===== src/rtl/bram_arb_pkg.sv =====
// Shared constants and helpers for the dual-port BRAM arbiter.
package bram_arb_pkg;
  localparam int BRAM_ADDR_W = 10;
  localparam int BRAM_DATA_W = 32;

  // Wrap an index into [0, n). Callers never pass idx >= 2n.
  function automatic int rr_wrap(input int idx, input int n);
    return (idx >= n) ? idx - n : idx;
  endfunction

  function automatic int id_w(input int n);
    return (n < 2) ? 1 : $clog2(n);
  endfunction
endpackage


===== src/rtl/bram_port_arbiter_rr_pick2.sv =====
// Combinational round-robin picker: first two valid indices scanning from start_i.
module rr_pick2
  import bram_arb_pkg::*;
#(
  parameter int NREQ = 3,
  parameter int IDW  = id_w(NREQ)
) (
  input  logic [NREQ-1:0] valid_i,
  input  logic [IDW-1:0]  start_i,
  output logic [IDW-1:0]  first_o,
  output logic [IDW-1:0]  second_o,
  output logic            found1_o,
  output logic            found2_o
);
  logic [IDW-1:0] fst, snd;
  logic           f1, f2;
  int             idx;

  always_comb begin
    fst = '0;
    snd = '0;
    f1  = 1'b0;
    f2  = 1'b0;
    idx = 0;
    for (int k = 0; k < NREQ; k++) begin
      idx = rr_wrap(int'(start_i) + k, NREQ);
      if (valid_i[idx]) begin
        if (!f1) begin
          f1  = 1'b1;
          fst = IDW'(idx);
        end else if (!f2) begin
          f2  = 1'b1;
          snd = IDW'(idx);
        end
      end
    end
  end

  assign first_o  = fst;
  assign second_o = snd;
  assign found1_o = f1;
  assign found2_o = f2;
endmodule


===== src/rtl/bram_port_arbiter.sv =====
// Round-robin arbiter sharing a dual-port BRAM between NREQ requesters,
// with same-address write-collision blocking and one-cycle response routing.
module bram_port_arbiter
  import bram_arb_pkg::*;
#(
  parameter int NREQ   = 3,
  parameter int ADDR_W = BRAM_ADDR_W,
  parameter int DATA_W = BRAM_DATA_W
) (
  input  logic                   clk,
  input  logic                   rst,
  input  logic [NREQ-1:0]        req_valid,
  output logic [NREQ-1:0]        req_ready,
  input  logic [NREQ-1:0]        req_we,
  input  logic [NREQ*ADDR_W-1:0] req_addr,
  input  logic [NREQ*DATA_W-1:0] req_wdata,
  output logic [NREQ-1:0]        rsp_valid,
  output logic [NREQ*DATA_W-1:0] rsp_rdata,
  output logic                   bram_we_a,
  output logic [ADDR_W-1:0]      bram_addr_a,
  output logic [DATA_W-1:0]      bram_din_a,
  input  logic [DATA_W-1:0]      bram_dout_a,
  output logic                   bram_we_b,
  output logic [ADDR_W-1:0]      bram_addr_b,
  output logic [DATA_W-1:0]      bram_din_b,
  input  logic [DATA_W-1:0]      bram_dout_b
);
  localparam int IDW = id_w(NREQ);

  logic [ADDR_W-1:0] addr_v  [NREQ];
  logic [DATA_W-1:0] wdata_v [NREQ];

  for (genvar g = 0; g < NREQ; g++) begin : g_unpack
    assign addr_v[g]  = req_addr[g*ADDR_W +: ADDR_W];
    assign wdata_v[g] = req_wdata[g*DATA_W +: DATA_W];
  end

  logic [IDW-1:0] rr_ptr_q, rr_ptr_d;
  logic [IDW-1:0] idx_a, idx_b;
  logic           fnd_a, fnd_b;

  rr_pick2 #(.NREQ(NREQ), .IDW(IDW)) u_pick (
    .valid_i  (req_valid),
    .start_i  (rr_ptr_q),
    .first_o  (idx_a),
    .second_o (idx_b),
    .found1_o (fnd_a),
    .found2_o (fnd_b)
  );

  // Equal-address pair with any write: port B backs off; read/read is safe.
  logic collide, gnt_a, gnt_b;
  assign collide = (addr_v[idx_a] == addr_v[idx_b]) && (req_we[idx_a] || req_we[idx_b]);
  assign gnt_a   = fnd_a && !rst;
  assign gnt_b   = fnd_b && !collide && !rst;

  always_comb begin
    req_ready = '0;
    if (gnt_a) req_ready[idx_a] = 1'b1;
    if (gnt_b) req_ready[idx_b] = 1'b1;
  end

  assign bram_we_a   = gnt_a && req_we[idx_a];
  assign bram_addr_a = gnt_a ? addr_v[idx_a]  : '0;
  assign bram_din_a  = gnt_a ? wdata_v[idx_a] : '0;
  assign bram_we_b   = gnt_b && req_we[idx_b];
  assign bram_addr_b = gnt_b ? addr_v[idx_b]  : '0;
  assign bram_din_b  = gnt_b ? wdata_v[idx_b] : '0;

  always_comb begin
    rr_ptr_d = rr_ptr_q;
    if (gnt_b)      rr_ptr_d = IDW'(rr_wrap(int'(idx_b) + 1, NREQ));
    else if (gnt_a) rr_ptr_d = IDW'(rr_wrap(int'(idx_a) + 1, NREQ));
  end

  logic           vld_a_q, vld_b_q;
  logic [IDW-1:0] id_a_q, id_b_q;

  always_ff @(posedge clk or posedge rst) begin
    if (rst) begin
      rr_ptr_q <= '0;
      vld_a_q  <= 1'b0;
      vld_b_q  <= 1'b0;
      id_a_q   <= '0;
      id_b_q   <= '0;
    end else begin
      rr_ptr_q <= rr_ptr_d;
      vld_a_q  <= gnt_a;
      vld_b_q  <= gnt_b;
      id_a_q   <= idx_a;
      id_b_q   <= idx_b;
    end
  end

  // A requester never holds both ports at once, so the two hits are exclusive.
  always_comb begin
    rsp_valid = '0;
    rsp_rdata = '0;
    for (int i = 0; i < NREQ; i++) begin
      if (vld_a_q && id_a_q == IDW'(i)) begin
        rsp_valid[i]                 = 1'b1;
        rsp_rdata[i*DATA_W +: DATA_W] = bram_dout_a;
      end else if (vld_b_q && id_b_q == IDW'(i)) begin
        rsp_valid[i]                 = 1'b1;
        rsp_rdata[i*DATA_W +: DATA_W] = bram_dout_b;
      end
    end
  end
endmodule


===== config.mk =====
export PLATFORM = sky130hd
export DESIGN_NAME = bram_port_arbiter
export DESIGN_NICKNAME = d
export VERILOG_FILES = /design/src/rtl/bram_arb_pkg.sv /design/src/rtl/bram_port_arbiter_rr_pick2.sv /design/src/rtl/bram_port_arbiter.sv
export SDC_FILE = /design/constraint.sdc
export NUM_CORES = 1
export LEC_CHECK = 0
export CAP_MARGIN = 25
export CORE_AREA = 2 2 150 152
export CTS_CLUSTER_SIZE = 10
export DETAILED_ROUTE_END_ITERATION = 10
export DIE_AREA = 0 0 152 154
export GPL_ROUTABILITY_DRIVEN = 0
export PLACE_DENSITY = 0.52
export SLEW_MARGIN = 15
export SYNTH_ARGS = -nofsm -noshare
export SYNTH_HDL_FRONTEND = slang
export SYNTH_SLANG_ARGS = --single-unit

===== constraint.sdc =====
create_clock -name clk -period 4.65 [get_ports clk]
set_input_delay 0.6975 -clock clk [delete_from_list [all_inputs] [get_ports clk]]
set_output_delay 0.6975 -clock clk [all_outputs]
set_load 0.02 [all_outputs]

Word level (Yosys, flattened, before mapping)
Cells that the tools add are included.
{ "totals": {"register_bits": 8, "out_inout_bits": 188, "elab_cells": 127} }
{ "op_classes": {"n_lt_le_gt_ge": 14, "reduce_logical": 20, "addsub": 9, "bitwise_logic": 3, "n_eq_ne": 5, "muxes": 71} }
{ "op_table": {"columns": ["operator", "n"], "rows": [
  ["2-to-1 mux 32 bit", 15],
  ["binary-select mux 32 bit (select 2 bit)", 2],
  ["< comparator 32 x 4 -> 1 bit (second input constant)", 3],
  ["greater-or-equal comparator 32 x 3 -> 1 bit (second input constant)", 2],
  ["subtractor 32 x 3 -> 32 bit (second input constant)", 2],
  ["2-to-1 mux 10 bit", 6],
  ["binary-select mux 10 bit (select 2 bit)", 2],
  ["2-to-1 mux 2 bit", 14],
  ["2-to-1 mux 1 bit", 23],
  ["logical AND 1 bit", 14],
  ["binary-select mux 1 bit (select 2 bit)", 5],
  ["== test 10 bit", 1],
  ["adder 2 x 1 -> 3 bit (second input constant)", 3],
  ["greater-or-equal comparator 3 x 2 -> 1 bit (second input constant)", 2],
  ["greater-or-equal comparator 3 bit (second input constant)", 2],
  ["< comparator 2 x 3 -> 1 bit (second input constant)", 2],
  ["2-to-1 mux 3 bit", 2],
  ["inverter 2 -> 3 bit", 2],
  ["demux 1 bit (select 2 bit)", 2],
  ["== test 2 x 1 -> 1 bit (second input constant)", 2],
  ["== test 2 bit (second input constant)", 2],
  ["greater-or-equal comparator 2 x 1 -> 1 bit (second input constant)", 2],
  ["zero test 2 bit", 2],
  ["subtractor 2 bit (second input constant)", 2],
  ["7 further kinds", 8]
]} }

Longest topological paths before layout
Gate-level depths: netlist (run 1).
{ "logic_depth": {"ltp_word": 21, "ltp_mapped": 15} }

Hierarchy
A second synthesis (run 1) with hierarchy kept.
{ "unflattened": {"hier_cells": 595, "hier_area_um2": 4051.4} }
{ "by_module_without_submodules": {"columns": ["module", "cells_per_inst", "instances", "area_each_um2", "seq_area_each_um2"], "rows": [
  ["bram_port_arbiter", 555, 1, 3742.3, 200.2],
  ["rr_pick2", 40, 1, 309.0, 0.0]
]} }

Worst setup path before layout (run 1)
Ideal clock, no wire load.
{ "synth_path": {"path_type": "input-to-output", "start": "input req_valid[2]", "end": "output bram_din_b[10]", "setup_slack_ns": 0.512, "path_buffers": 4, "arrival_time_ns": 3.441, "path_stages": 13, "required_ns": 3.953, "path_cell_list": "buf_2 -> and2b_1 -> or3_1 -> a211oi_2 -> or2_2 -> buf_2 -> buf_1 -> o2bb2ai_1 -> xor2_1 -> nand4_1 -> o31ai_4 -> buf_2 -> a211oi_1"} }
{ "synth_between": {"elab_chain_cells": 19, "elab_cells_between_ends": 47, "classes_between": "eq/ne (1); mux (39); bitwise (2); reduce/logical (5)"} }
{ "synth_rtl": {"columns": ["item", "line_no", "text"], "rows": [
  ["from (decl)", "bram_port_arbiter.sv:12", "input logic [NREQ-1:0] req_valid,"],
  ["binary-select mux 1 bit (select 2 bit)", "bram_port_arbiter_rr_pick2.sv:27", "if (valid_i[idx]) begin"],
  ["2-to-1 mux 1 bit (implied by the code) (2 in a row)", "bram_port_arbiter_rr_pick2.sv:27", null],
  ["2-to-1 mux 1 bit", "bram_port_arbiter_rr_pick2.sv:27", null],
  ["2-to-1 mux 2 bit / 2-to-1 mux 1 bit (equally long branches)", "bram_port_arbiter_rr_pick2.sv:28", "if (!f1) begin"],
  ["2-to-1 mux 2 bit / 2-to-1 mux 1 bit (equally long branches)", "bram_port_arbiter_rr_pick2.sv:27", null],
  ["2-to-1 mux 2 bit", "bram_port_arbiter_rr_pick2.sv:31", "end else if (!f2) begin"],
  ["2-to-1 mux 2 bit", "bram_port_arbiter_rr_pick2.sv:28", null],
  ["2-to-1 mux 2 bit", "bram_port_arbiter_rr_pick2.sv:27", null],
  ["inverter 2 -> 3 bit (implied by the code)", "bram_port_arbiter.sv:53, bram_port_arbiter.sv:68", null],
  ["binary-select mux 10 bit (select 2 bit)", "bram_port_arbiter.sv:53", "assign collide = (addr_v[idx_a] == addr_v[idx_b]) && (req_we[idx_a] || req_we[idx_b]);"],
  ["2-to-1 mux 10 bit (implied by the code) (2 in a row)", "bram_port_arbiter.sv:53", null],
  ["== test 10 bit", "bram_port_arbiter.sv:53", null],
  ["logical AND 1 bit", "bram_port_arbiter.sv:53", null],
  ["zero test 1 bit", "bram_port_arbiter.sv:55", "assign gnt_b = fnd_b && !collide && !rst;"],
  ["logical AND 1 bit (2 in a row)", "bram_port_arbiter.sv:55", null],
  ["2-to-1 mux 32 bit *", "bram_port_arbiter.sv:68", "assign bram_din_b = gnt_b ? wdata_v[idx_b] : '0;"],
  ["to (decl)", "bram_port_arbiter.sv:25", "output logic [DATA_W-1:0] bram_din_b,"]
]} }
Every way passes the cells marked *; elsewhere a longest branch is shown, timed or not. The select of a mux whose other input is x is not followed.

Worst setup path after layout (run 1)
{ "layout_path": {"start": "register rr_ptr_q[1]", "end": "output bram_din_b[8]"} }
{ "layout_between": {"elab_chain_cells": 21, "elab_cells_between_ends": 58, "classes_between": "add/sub (5); order compare (3); eq/ne (1); mux (42); bitwise (2); reduce/logical (5)"} }
{ "layout_rtl": {"columns": ["item", "line_no", "text"], "rows": [
  ["from (decl)", "bram_port_arbiter.sv:38", "logic [IDW-1:0] rr_ptr_q, rr_ptr_d;"],
  ["from (signal assigned)", "bram_port_arbiter.sv:87", "rr_ptr_q <= rr_ptr_d;"],
  ["parallel branches: the longest is 20 deep, another holds subtractor 32 x 3 -> 32 bit", null, null],
  ["2-to-1 mux 32 bit *", "bram_port_arbiter.sv:68", null]
]} }
Mark *: on every way between the ends. The select of a mux whose other input is x is not followed.

==> results of run 1 <==
## stage by stage
stage / cell area (um^2) / std cells / setup slack, ns
after floorplan: 3930 / 599 / 0.512
after CTS: 8630 / 1273 / 0.00506
after global routing: 8760 / 1283 / -0.0376
after detailed placement: 8430 / 1260 / -0.452
final: 8760 / 1283 / 0.148
after global placement: 8430 / 1260 / -0.375
## where the power goes
group          switching [mW]  leakage [nW]  internal (mW)  total (mW)
sequential             0.0172         0.103         0.0974       0.115
clock                  0.0293        0.0370          0.110       0.140
combinational            2.39          3.55           2.00        4.38
## worst max-delay path, cell delays in order (launching register included)
cell,delay [ns]
dfrtp_1,0.39
inv_1,0.13
ha_4,0.19
and2b_2,0.25
or3_1,0.40
a211oi_4,0.28
a2bb2oi_4,0.18
buf_12,0.14
buf_4,0.14
buf_4,0.11
a211o_1,0.14
nand4_1,0.21
o31ai_4,0.31
buf_12,0.15
bufbuf_16,0.29
a211oi_1,0.06
buf_4,0.19
## worst max path at each step
stage                      to  slack (ns)  cells after the start
5_1_grt        bram_din_b[11]       -0.04                     15
3_5_place_dp   bram_din_b[23]       -0.45                     13
6_report        bram_din_b[8]        0.15                     16
3_3_place_gp   bram_din_b[22]       -0.38                     14
2_1_floorplan  bram_din_b[10]        0.51                     13
4_1_cts         bram_din_b[8]       0.005                     16
## cell usage after synthesis (all sizes together), types with 3 or more instances
cell     count  share of area [%]
ha           8                2.5
a21oi       74                9.4
nor2b        3               0.48
and2        12                1.9
inv         12                1.1
clkbuf      47                4.5
a211oi      34                6.6
and3         9                1.4
buf         18                2.3
nand2b       8                1.3
nor3         3               0.38
nand3b       5                1.3
nor2        79                7.5
o2bb2ai     10                2.2
xor2        10                2.2
nand2       74                7.1
a221oi       9                2.3
dfrtp        8                5.1
mux2i       45                 11
o21ai        9                1.1
or2          3               0.48
a22o        97                 22
## sequential cells by signal, indices dropped and copies added (netlist names)
name and count:
id_a_q 2, id_b_q 2, rr_ptr_q 2, vld_a_q 1, vld_b_q 1
## timing repair
item                       4_1_cts  5_1_grt
gates cloned                     2        0
setup endpoints to repair       49       78
buffers inserted                 8        7
resized for setup              166       17
pin swaps                        9        6
## cell usage in the layout (no fill, tap or decap), types with 9 or more instances in the layout
cell type | Yosys | final
and3_1 | 9 | 9
nor2_1 | 79 | 76
a22o_1 | 97 | 97
xor2_1 | 10 | 10
o21ai_0 | 9 | 9
clkdlybuf4s15_1 | 0 | 14
a21oi_1 | 74 | 73
mux2i_1 | 45 | 44
inv_1 | 10 | 9
and2_1 | 12 | 12
buf_4 | 1 | 69
clkdlybuf4s50_1 | 0 | 336
nand2_1 | 74 | 73
a211oi_1 | 33 | 33
buf_2 | 14 | 16
## per-layer routing
metal	vias to the layer above	GRT usage, %	wire [um]
li1	3046	-	-
met1	2988	23.4	10200
met2	298	39.1	13700
met3	24	5.41	1960
met4	0	4.94	455
met5	-	0	0
## final cells by class
| cell class | count | area, um^2 | share of cell area [%] |
|---|---|---|---|
| inverters | 12 | 45.0 | 0.514 |
| repair buffers | 462 | 4470 | 51.0 |
| flip-flops and latches | 8 | 200 | 2.28 |
| multi-input cells | 515 | 3610 | 41.2 |
| diodes | 3 | 7.51 | 0.0857 |
| clock buffers | 3 | 75.1 | 0.857 |
| well taps | 280 | 350 | 4.00 |
## logic make-up after synthesis
kind of cell    after synthesis
compound gates              243
xor+xnor                     10
fa+ha+maj                     8
buf+inv                      77
flops                         8
mux                          46
simple gates                207
==> flow_metrics.env, run 1 <==
export IMPL_hold_viol=0
export IMPL_dr_first_iter_drc_count=312
export IMPL_path_clk_slew_ns=0.03
export IMPL_clock_fmax_mhz=222
export IMPL_skew_ns=0.00100
export IMPL_ir_worst_vdd_mv=0.219
export IMPL_final_util_pct=40.4
export IMPL_startpoint="rr_ptr_q[1]"
export IMPL_setup_viol=0
export IMPL_holdPathStages=2
export IMPL_synthFlopType="dfrtp_1"
export IMPL_cts_root_buf="clkbuf_16"
export IMPL_r2r_start="rr_ptr_q[1]"
export IMPL_arrival_ns=3.80
export IMPL_firstDrtPassIters=7
export IMPL_critPathLaunchType="flip-flop"
export IMPL_cts_sinks=8
export IMPL_layout_nets=1208
export IMPL_tns_ns=0
export IMPL_grt_total_usage_pct=20.8
export IMPL_min_to="rr_ptr_q[1]"
export IMPL_port_buffers=385
export IMPL_netlist_area_um2=3930
export IMPL_synth_cells=599
export IMPL_status="finished, final reports clean"
export IMPL_yosys_area_share_simple_pct=24.2
export IMPL_grt_pass1_wl_um=39100
export IMPL_p_total_mw=4.64
export IMPL_core_region_area_um2=21700
export IMPL_syn_nets=805
export IMPL_synth_compound_area_share_pct=46.3
export IMPL_nFillCells=2240
export IMPL_postSynth_asyncResetShare_pct=100
export IMPL_cp_max_fo=16
export IMPL_rrSetupSlack_ns=1.14
export IMPL_holdWs_ns=0.566
export IMPL_grt_max_degree=52
export IMPL_drv_cap=0
export IMPL_crit_type="reg2out"
export IMPL_min_delay_path_class="reg2reg"
export IMPL_end_kind="output pin"
export IMPL_dieWidth_um=152
export IMPL_synth_top_family_by_area="compound AO/OA/AOI/OAI gates"
export IMPL_p_leak_nw=3.69
export IMPL_clk_insertion_delay_late_ns=0.23
export IMPL_tightest_slew_ns=0.861
export IMPL_wl_per_cell_um=20.5
export IMPL_htreeDepth=1
export IMPL_start_util_pct=18.1
export IMPL_period_needed_ns=4.50
export IMPL_synth_edf_count=0
export IMPL_synth_area_mux_share_pct=11.7
export IMPL_vias_per_cell=4.95
export IMPL_area_growth_pct=123
export IMPL_power_density_nw_per_um2=529
export IMPL_syn_avg_cell_area_um2=6.56
export IMPL_yosysUniqueCellTypes=45
export IMPL_overflow=0
export IMPL_antenna_left=0
export IMPL_cp_required_ns=3.95
export IMPL_cts_made_buffers=3
export IMPL_ff2ff_path_depth=16
export IMPL_r2r_end="rr_ptr_q[0]"
export IMPL_ys_seq_area_share_pct=5.09
export IMPL_max_slew_margin_pct=42.5
export IMPL_num_rows=54
export IMPL_dp_hpwl_um=20200
export IMPL_min_period_over_period_pct=96.8
export IMPL_synthAdderAreaFrac_pct=2.55
export IMPL_drc_errors=0
export IMPL_ys_warn_count=0
export IMPL_holdBufCountCts=0
export IMPL_ctsLongestPathBuffers=2
export IMPL_die_h_um=154
export IMPL_synth_xor_area_share_pct=2.23
export IMPL_routed_wirelength_um=26300
export IMPL_grt_pass1_vias=6531
export IMPL_antenna_found_initial=3
export IMPL_ys_ff_latch=8
export IMPL_dieArea_um2=23400
export IMPL_drv_slew=0
export IMPL_ios=386
export IMPL_tritoncts="done"
export IMPL_hold_start="rr_ptr_q[1]"
export IMPL_num_vias=6356
export IMPL_drive_gt1_share_pct=14.9
(Power assumes the default switching activity.)
==> inputs of run 2 (changes only) <==
--- a/config.mk
+++ b/config.mk
@@ -12,7 +12,6 @@
 export DIE_AREA = 0 0 152 154
 export GPL_ROUTABILITY_DRIVEN = 0
 export PLACE_DENSITY = 0.52
-export SLEW_MARGIN = 15
 export SYNTH_ARGS = -nofsm -noshare
 export SYNTH_HDL_FRONTEND = slang
 export SYNTH_SLANG_ARGS = --single-unit
==> results of run 2 <==
Final layout, timing and power as in run 1 (identical DEF).
==> inputs of run 3 (changes only) <==
--- a/config.mk
+++ b/config.mk
@@ -12,6 +12,7 @@
 export DIE_AREA = 0 0 152 154
 export GPL_ROUTABILITY_DRIVEN = 0
 export PLACE_DENSITY = 0.52
+export SLEW_MARGIN = 20
 export SYNTH_ARGS = -nofsm -noshare
 export SYNTH_HDL_FRONTEND = slang
 export SYNTH_SLANG_ARGS = --single-unit
==> results of run 3 <==
Final layout, timing and power as in run 1 (identical DEF).
